===== config.mk =====
export PLATFORM = sky130hd
export DESIGN_NAME = core_seq_fsm_flat
export DESIGN_NICKNAME = d
export VERILOG_FILES = /design/src/rtl/core_pkg.sv /design/src/rtl/core_seq_fsm_if.sv /design/src/rtl/seq_wait_timer.sv /design/src/rtl/core_seq_fsm.sv /design/src/flat_wrapper.sv
export SDC_FILE = /design/constraint.sdc
export NUM_CORES = 1
export LEC_CHECK = 0
export BUFFER_PORTS_ARGS = -buffer_cell sky130_fd_sc_hd__buf_4
export CELL_PAD_IN_SITES_DETAIL_PLACEMENT = 1
export CELL_PAD_IN_SITES_GLOBAL_PLACEMENT = 1
export CORE_ASPECT_RATIO = 1.5
export CORE_UTILIZATION = 31
export DETAILED_ROUTE_END_ITERATION = 7
export PLACE_DENSITY_LB_ADDON = 0.25
export SYNTH_ARGS = -nofsm -noshare
export SYNTH_HDL_FRONTEND = slang
export SYNTH_SLANG_ARGS = --single-unit

===== constraint.sdc =====
create_clock -name clk -period 2.2 [get_ports clk]
set_input_delay 0.11 -clock clk [delete_from_list [all_inputs] [get_ports clk]]
set_output_delay 0.11 -clock clk [all_outputs]
set_load 0.03 [all_outputs]

===== src/rtl/core_pkg.sv =====
// Shared definitions for the core control sequencer: state encoding, decoder
// instruction classes (extop), PC source selects and mcause codes.
package core_pkg;

    typedef enum logic [3:0] {
        StBoot    = 4'd0,
        StIfReq   = 4'd1,
        StIfWait  = 4'd2,
        StId      = 4'd3,
        StEx      = 4'd4,
        StMemReq  = 4'd5,
        StMemWait = 4'd6,
        StWb      = 4'd7,
        StTrap    = 4'd8,
        StHalt    = 4'd9
    } state_e;

    // Decoder instruction classes.
    localparam logic [3:0] ExtJalr   = 4'd0;
    localparam logic [3:0] ExtLoad   = 4'd1;
    localparam logic [3:0] ExtArithI = 4'd2;
    localparam logic [3:0] ExtFence  = 4'd3;
    localparam logic [3:0] ExtCsr    = 4'd4;
    localparam logic [3:0] ExtStore  = 4'd5;
    localparam logic [3:0] ExtBranch = 4'd6;
    localparam logic [3:0] ExtJal    = 4'd7;
    localparam logic [3:0] ExtLui    = 4'd8;
    localparam logic [3:0] ExtAuipc  = 4'd9;
    localparam logic [3:0] ExtRType  = 4'd10;
    localparam logic [3:0] ExtSystem = 4'd11;

    // PC source selects.
    localparam logic [1:0] PcSelSeq   = 2'd0;
    localparam logic [1:0] PcSelTgt   = 2'd1;
    localparam logic [1:0] PcSelMtvec = 2'd2;
    localparam logic [1:0] PcSelMepc  = 2'd3;

    // mcause codes.
    localparam logic [3:0] CauseFetchFault = 4'd1;
    localparam logic [3:0] CauseLoadFault  = 4'd5;
    localparam logic [3:0] CauseStoreFault = 4'd7;
    localparam logic [3:0] CauseEcall      = 4'd11;

    // Instruction classes that write a destination register.
    function automatic logic writes_rd(input logic [3:0] op);
        return op inside {ExtJalr, ExtLoad, ExtArithI, ExtCsr, ExtJal, ExtLui, ExtAuipc,
                          ExtRType};
    endfunction

endpackage


===== src/rtl/core_seq_fsm_if.sv =====
// IFU and LSU request/response handshakes between the sequencer (master) and
// the fetch/load-store units (slave).
interface core_seq_fsm_if;
    logic ifu_req_valid;
    logic ifu_req_ready;
    logic ifu_rsp_valid;
    logic ifu_rsp_err;
    logic lsu_req_valid;
    logic lsu_req_we;
    logic lsu_req_ready;
    logic lsu_rsp_valid;
    logic lsu_rsp_err;

    modport master (
        output ifu_req_valid,
        input  ifu_req_ready,
        input  ifu_rsp_valid,
        input  ifu_rsp_err,
        output lsu_req_valid,
        output lsu_req_we,
        input  lsu_req_ready,
        input  lsu_rsp_valid,
        input  lsu_rsp_err
    );

    modport slave (
        input  ifu_req_valid,
        output ifu_req_ready,
        output ifu_rsp_valid,
        output ifu_rsp_err,
        input  lsu_req_valid,
        input  lsu_req_we,
        output lsu_req_ready,
        output lsu_rsp_valid,
        output lsu_rsp_err
    );
endinterface


===== src/rtl/seq_wait_timer.sv =====
// Wait-cycle counter for bounded IFU/LSU response waits. Clear has priority;
// the count saturates at LIMIT and holds expired high.
module seq_wait_timer #(
    parameter int unsigned LIMIT = 255
) (
    input  logic clk,
    input  logic rst_n,
    input  logic clr,
    input  logic en,
    output logic expired
);
    localparam int unsigned CntW = (LIMIT < 255) ? 8 : $clog2(LIMIT + 1);

    logic [CntW-1:0] cnt_q;

    assign expired = (cnt_q == CntW'(LIMIT));

    // Count waiting cycles since the last clear.
    always_ff @(posedge clk or negedge rst_n) begin
        if (!rst_n) begin
            cnt_q <= '0;
        end else if (clr) begin
            cnt_q <= '0;
        end else if (en && !expired) begin
            cnt_q <= cnt_q + 1'b1;
        end
    end
endmodule


===== src/rtl/core_seq_fsm.sv =====
// Multi-cycle control sequencer: fetch, decode settle, execute, memory,
// writeback, trap and halt. Define CORE_SEQ_TIMEOUT_EN to bound IFU/LSU
// response waits to TIMEOUT cycles (expiry traps as an access fault).
module core_seq_fsm
    import core_pkg::*;
#(
    parameter int unsigned WIDTH   = 32,
    parameter int unsigned TIMEOUT = 255
) (
    input  logic               clk,
    input  logic               rst_n,
    core_seq_fsm_if.master     bus,
    input  logic [3:0]         extop,
    input  logic               is_ecall,
    input  logic               is_ebreak,
    input  logic               is_mret,
    input  logic               branch_taken,
    output logic               instr_we,
    output logic               pc_we,
    output logic [1:0]         pc_sel,
    output logic               rf_we,
    output logic               csr_we,
    output logic               trap_we,
    output logic [3:0]         trap_cause,
    output logic               halted,
    output logic [3:0]         state_o
);
    // Sequencing only supports the 32-bit datapath and a non-zero wait bound.
    if (WIDTH != 32 || TIMEOUT == 0) begin : g_cfg_err
        $error("core_seq_fsm: unsupported WIDTH or TIMEOUT");
    end

    state_e     state_q, state_d;
    logic [3:0] cause_q, cause_d;
    logic       wait_expired;
    logic       is_store;

    assign is_store = (extop == ExtStore);
    assign state_o  = state_q;

`ifdef CORE_SEQ_TIMEOUT_EN
    logic wait_clr, wait_en;

    // Restart the count on every entry into a response wait.
    assign wait_clr = (state_d == StIfWait  && state_q != StIfWait) ||
                      (state_d == StMemWait && state_q != StMemWait);
    assign wait_en  = (state_q == StIfWait) || (state_q == StMemWait);

    seq_wait_timer #(
        .LIMIT (TIMEOUT)
    ) u_wait_timer (
        .clk     (clk),
        .rst_n   (rst_n),
        .clr     (wait_clr),
        .en      (wait_en),
        .expired (wait_expired)
    );
`else
    assign wait_expired = 1'b0;
`endif

    // State and trap-cause registers.
    always_ff @(posedge clk or negedge rst_n) begin
        if (!rst_n) begin
            state_q <= StBoot;
            cause_q <= 4'd0;
        end else begin
            state_q <= state_d;
            cause_q <= cause_d;
        end
    end

    // Next-state and Moore outputs; WB pc_sel/rf_we/csr_we qualified by decoder.
    always_comb begin
        state_d           = state_q;
        cause_d           = cause_q;
        bus.ifu_req_valid = 1'b0;
        bus.lsu_req_valid = 1'b0;
        bus.lsu_req_we    = 1'b0;
        instr_we          = 1'b0;
        pc_we             = 1'b0;
        pc_sel            = PcSelSeq;
        rf_we             = 1'b0;
        csr_we            = 1'b0;
        trap_we           = 1'b0;
        trap_cause        = 4'd0;
        halted            = 1'b0;

        unique case (state_q)
            StBoot: state_d = StIfReq;
            StIfReq: begin
                bus.ifu_req_valid = 1'b1;
                if (bus.ifu_req_ready) state_d = StIfWait;
            end
            StIfWait: begin
                if (bus.ifu_rsp_valid) begin
                    if (bus.ifu_rsp_err) begin
                        state_d = StTrap;
                        cause_d = CauseFetchFault;
                    end else begin
                        instr_we = 1'b1;
                        state_d  = StId;
                    end
                end else if (wait_expired) begin
                    state_d = StTrap;
                    cause_d = CauseFetchFault;
                end
            end
            StId: state_d = StEx;
            StEx: begin
                if (is_ebreak) begin
                    state_d = StHalt;
                end else if (is_ecall) begin
                    state_d = StTrap;
                    cause_d = CauseEcall;
                end else if (extop == ExtLoad || is_store) begin
                    state_d = StMemReq;
                end else begin
                    state_d = StWb;
                end
            end
            StMemReq: begin
                bus.lsu_req_valid = 1'b1;
                bus.lsu_req_we    = is_store;
                if (bus.lsu_req_ready) state_d = StMemWait;
            end
            StMemWait: begin
                if ((bus.lsu_rsp_valid && bus.lsu_rsp_err) ||
                    (!bus.lsu_rsp_valid && wait_expired)) begin
                    state_d = StTrap;
                    cause_d = is_store ? CauseStoreFault : CauseLoadFault;
                end else if (bus.lsu_rsp_valid) begin
                    state_d = StWb;
                end
            end
            StWb: begin
                pc_we  = 1'b1;
                rf_we  = !is_mret && writes_rd(extop);
                csr_we = (extop == ExtCsr);
                if (is_mret) begin
                    pc_sel = PcSelMepc;
                end else if (extop == ExtJalr || extop == ExtJal ||
                             (extop == ExtBranch && branch_taken)) begin
                    pc_sel = PcSelTgt;
                end
                state_d = StIfReq;
            end
            StTrap: begin
                trap_we    = 1'b1;
                pc_we      = 1'b1;
                pc_sel     = PcSelMtvec;
                trap_cause = cause_q;
                state_d    = StIfReq;
            end
            StHalt: halted = 1'b1;
            default: state_d = StBoot;
        endcase
    end
endmodule


===== src/flat_wrapper.sv =====
// flat-port wrapper written by rule: the top's interface ports become plain ports
module core_seq_fsm_flat import core_pkg::*;
#(
    parameter int unsigned WIDTH   = 32,
    parameter int unsigned TIMEOUT = 255
)
  (clk, rst_n, extop, is_ecall, is_ebreak, is_mret, branch_taken, instr_we, pc_we, pc_sel, rf_we, csr_we, trap_we, trap_cause, halted, state_o, bus_ifu_req_valid, bus_ifu_req_ready, bus_ifu_rsp_valid, bus_ifu_rsp_err, bus_lsu_req_valid, bus_lsu_req_we, bus_lsu_req_ready, bus_lsu_rsp_valid, bus_lsu_rsp_err);
  core_seq_fsm_if bus_i ();
  input  logic clk;
  input  logic rst_n;
  input  logic [3:0] extop;
  input  logic is_ecall;
  input  logic is_ebreak;
  input  logic is_mret;
  input  logic branch_taken;
  output logic instr_we;
  output logic pc_we;
  output logic [1:0] pc_sel;
  output logic rf_we;
  output logic csr_we;
  output logic trap_we;
  output logic [3:0] trap_cause;
  output logic halted;
  output logic [3:0] state_o;
  output wire logic [$bits(bus_i.ifu_req_valid)-1:0] bus_ifu_req_valid;
  input wire logic [$bits(bus_i.ifu_req_ready)-1:0] bus_ifu_req_ready;
  input wire logic [$bits(bus_i.ifu_rsp_valid)-1:0] bus_ifu_rsp_valid;
  input wire logic [$bits(bus_i.ifu_rsp_err)-1:0] bus_ifu_rsp_err;
  output wire logic [$bits(bus_i.lsu_req_valid)-1:0] bus_lsu_req_valid;
  output wire logic [$bits(bus_i.lsu_req_we)-1:0] bus_lsu_req_we;
  input wire logic [$bits(bus_i.lsu_req_ready)-1:0] bus_lsu_req_ready;
  input wire logic [$bits(bus_i.lsu_rsp_valid)-1:0] bus_lsu_rsp_valid;
  input wire logic [$bits(bus_i.lsu_rsp_err)-1:0] bus_lsu_rsp_err;
  assign bus_ifu_req_valid = bus_i.ifu_req_valid;
  assign bus_i.ifu_req_ready = bus_ifu_req_ready;
  assign bus_i.ifu_rsp_valid = bus_ifu_rsp_valid;
  assign bus_i.ifu_rsp_err = bus_ifu_rsp_err;
  assign bus_lsu_req_valid = bus_i.lsu_req_valid;
  assign bus_lsu_req_we = bus_i.lsu_req_we;
  assign bus_i.lsu_req_ready = bus_lsu_req_ready;
  assign bus_i.lsu_rsp_valid = bus_lsu_rsp_valid;
  assign bus_i.lsu_rsp_err = bus_lsu_rsp_err;
  core_seq_fsm #(.WIDTH(WIDTH), .TIMEOUT(TIMEOUT)) u_core (.clk(clk), .rst_n(rst_n), .bus(bus_i), .extop(extop), .is_ecall(is_ecall), .is_ebreak(is_ebreak), .is_mret(is_mret), .branch_taken(branch_taken), .instr_we(instr_we), .pc_we(pc_we), .pc_sel(pc_sel), .rf_we(rf_we), .csr_we(csr_we), .trap_we(trap_we), .trap_cause(trap_cause), .halted(halted), .state_o(state_o));
endmodule

==> impl_metrics.csv <==
group,metric,value,unit
status,status,"finished, final reports clean",
placement,port_buffers,34,
timing,grt_setup_unrepaired,"false",
synthesis,yosys.area_share.simple,40.1,%
power_and_ir_drop,power,1090,uW
power_and_ir_drop,powerDensity,1040,mW/mm^2
floorplan,row_count,20,
critical_path,required,2.09,ns
drt,drc_errors,0,
final_layout,syn2layout_area_growth,46.8,%
critical_path,worst_ep_arrival_time,1.75,ns
floorplan,io_pins,35,
final_layout,fillers,266,
floorplan,initial_utilization,33.8,%
global_routing,grtUsageTotal,21.8,%
critical_path,critPathLaunchType,"flop",
drt,wire_per_inst,15.9,um
timing,holdWs,0.191,ns
critical_path,r2r_end,"u_core.cause_q[1]$_DFFE_PN0P_",
critical_path,r2r_slack,0.40,ns
final_layout,drive_gt1_share,41.5,%
critical_path,regToRegStartpoint,"u_core.state_o[3]$_DFFE_PN0P_",
floorplan,die_w,41.1,um
timing,maxSlewViolCount,0,
clock_tree,clk_pin_slew,0.06,ns
global_routing,grt_start_max_net_pins,13,
drt,first_pass_iters,3,
placement,placed_cells,141,
timing,setup_viol,0,
final_layout,instances_no_fill,145,
drt,drtAntennaViolNets,0,
final_layout,final_nets,141,
drt,drt_wl_total,2.31,mm
clock_tree,cts_tree,"yes",
synthesis,synth_area,711,um^2
critical_path,setup.worst_path.end_class,"primary output",
synthesis,synthMuxAreaShare,4.75,%
synthesis,synth-xor-area-share,1.23,%
placement,dp_hpwl,1.91,mm
synthesis,syn_inst,84,
synthesis,synthAdderAreaFrac,0,%
synthesis,async_flop_share,100,%
final_layout,final_cell_mix,"buf_4, dfrtp_1, nor2_1",
timing,fmaxAchievable,538,MHz
clock_tree,clockRootBuffer,"clkbuf_4",
synthesis,synth_warnings,0,
clock_tree,cts_buffer_depth,2,
synthesis,synth_top_family_by_area,"simple AND/OR/NAND/NOR gates",
critical_path,cp_slowest_cell,"dfrtp_1",
global_routing,grt_pass1_wl,3.67,mm
global_routing,grt-ovfl-total,0,
critical_path,path_class,"reg -> out",
critical_path,worstRegToRegCells,4,
timing,fin_crit_sh,84.6,%
clock_tree,clk_latency,0.26,ns
timing,fin_skew,0.00376,ns
power_and_ir_drop,leakage,0.000498,uW
final_layout,seq_area,200,um^2
timing,finalHoldViolations,0,
synthesis,ys_ff_latch,8,
critical_path,crit_chain,"buf_4 -> nand2b_1 -> nor3_2 -> and2_1 -> buf_4",
synthesis,syn_nets,100,
critical_path,path_max_fanout,8,
drt,via_per_inst,5.41,
final_layout,final_common_cell,"buf_4",
global_routing,antenna_found_initial,0,
critical_path,path_common_cell,"buf_4",
timing,fin_setup_tns,0,ns
drt,drt_iter0_drc,5,
synthesis,synth_compound_area_share,21.3,%
critical_path,cp_slowest_stage_delay,0.45,ns
drt,num_vias,785,
min_path,hold_path_class,"in -> async",
clock_tree,htree_num_levels,1,
floorplan,coreArea,0.00210,mm^2
timing,period_minus_slack,1.86,ns
power_and_ir_drop,ir_drop,413,uV
clock_tree,clock-sinks,8,
synthesis,ys_seq_area_share,28.2,%
synthesis,synth_ff_type,"dfrtp_1",
run,cap_violations,0,
timing,slew_headroom,70.9,%
floorplan,die_area,0.00249,mm^2
final_layout,final_util,49.6,%
synthesis,synth_area_per_cell,8.46,um^2
placement,gp_congestion,0.791,
final_layout,multi_input_area,479,um^2
floorplan,die_h,60.6,um
clock_tree,cts_buffers,3,
synthesis,synth-edff-count,0,
global_routing,first_global_vias,816,
final_layout,antenna_cells,0,
synthesis,synth_cell_type_count,41,
timing,worst_pin_slew,0.432,ns
state kept, by name, summed over array words and instances (netlist names):
signal          flops
u_core.state_o      4
u_core.cause_q      4
area by class of cell:
class	instances	share of cell area, %
multi-input combinational	69	45.9
timing repair buffer	40	29.0
sequential	8	19.2
tap	22	2.64
clock buffer	3	2.16
inverter	3	1.08
routing by layer:
metal | vias to the layer above | GRT usage (%) | part of all wire [%]
li1 | 391 | - | -
met1 | 364 | 23.7 | 39
met2 | 28 | 40.6 | 56
met3 | 2 | 4.03 | 5.0
met4 | 0 | 5.53 | 0.74
met5 | - | 0 | 0
power by group:
group          total [uW]  internal, uW  switching (uW)
combinational         719           304             416
clock                 119          62.9            56.6
sequential            250           197            53.0
total                1090           563             525
logic make-up (layout without fill, tap and decap cells):
family	count (synthesis)	after routing
AOI/OAI and AO/OA	22	22
buffers and inverters	7	46
xor gates and xnor gates	1	1
muxes	3	3
DFF	8	8
and+or+nand+nor	43	43
how the worst max path moves through the flow:
stage	slack, ns	start	to	cells past startpoint
global placement	0.49	u_core.state_o[3]$_DFFE_PN0P_	u_core.cause_q[3]$_DFFE_PN0P_	4
global route	0.22	u_core.state_o[3]$_DFFE_PN0P_	trap_cause[1]	5
finish	0.34	u_core.state_o[3]$_DFFE_PN0P_	trap_cause[1]	5
CTS	0.35	u_core.state_o[3]$_DFFE_PN0P_	trap_cause[1]	5
floorplan	0.20	u_core.state_o[2]$_DFFE_PN0P_	csr_we	4
detailed placement	0.39	u_core.state_o[3]$_DFFE_PN0P_	u_core.cause_q[1]$_DFFE_PN0P_	4
synth_stat cells (2+ instances only):
master,n,area (um^2)
nor3_1,3,15.0
inv_1,3,11.3
o21ai_0,5,25.0
nand2b_1,5,31.3
nor3_2,2,20.0
nand2_1,3,11.3
and2_1,4,25.0
mux2_1,3,33.8
nor2b_1,2,12.5
nor2_1,7,26.3
a21oi_1,5,25.0
buf_2,4,20.0
dfrtp_1,8,200
nor3b_1,2,15.0
or3_1,2,12.5
per-stage QoR:
step	setup slack (ns)	cell area (um^2)
6_report	0.340	1040
5_1_grt	0.219	1040
4_1_cts	0.354	1040
3_5_place_dp	0.394	1010
3_3_place_gp	0.486	1010
2_1_floorplan	0.198	711
critical path, delay by kind of cell (launching register included):
family | cells | cell delay, ns
buf+inv | 2 | 0.36
flops | 1 | 0.45
simple gates | 3 | 0.67
what timing repair did:
item                      CTS  global route
buffers inserted            0             0
resized for setup           0             0
hold endpoints to repair    8             0
hold buffers                1             0
(Power assumes the default switching activity.)
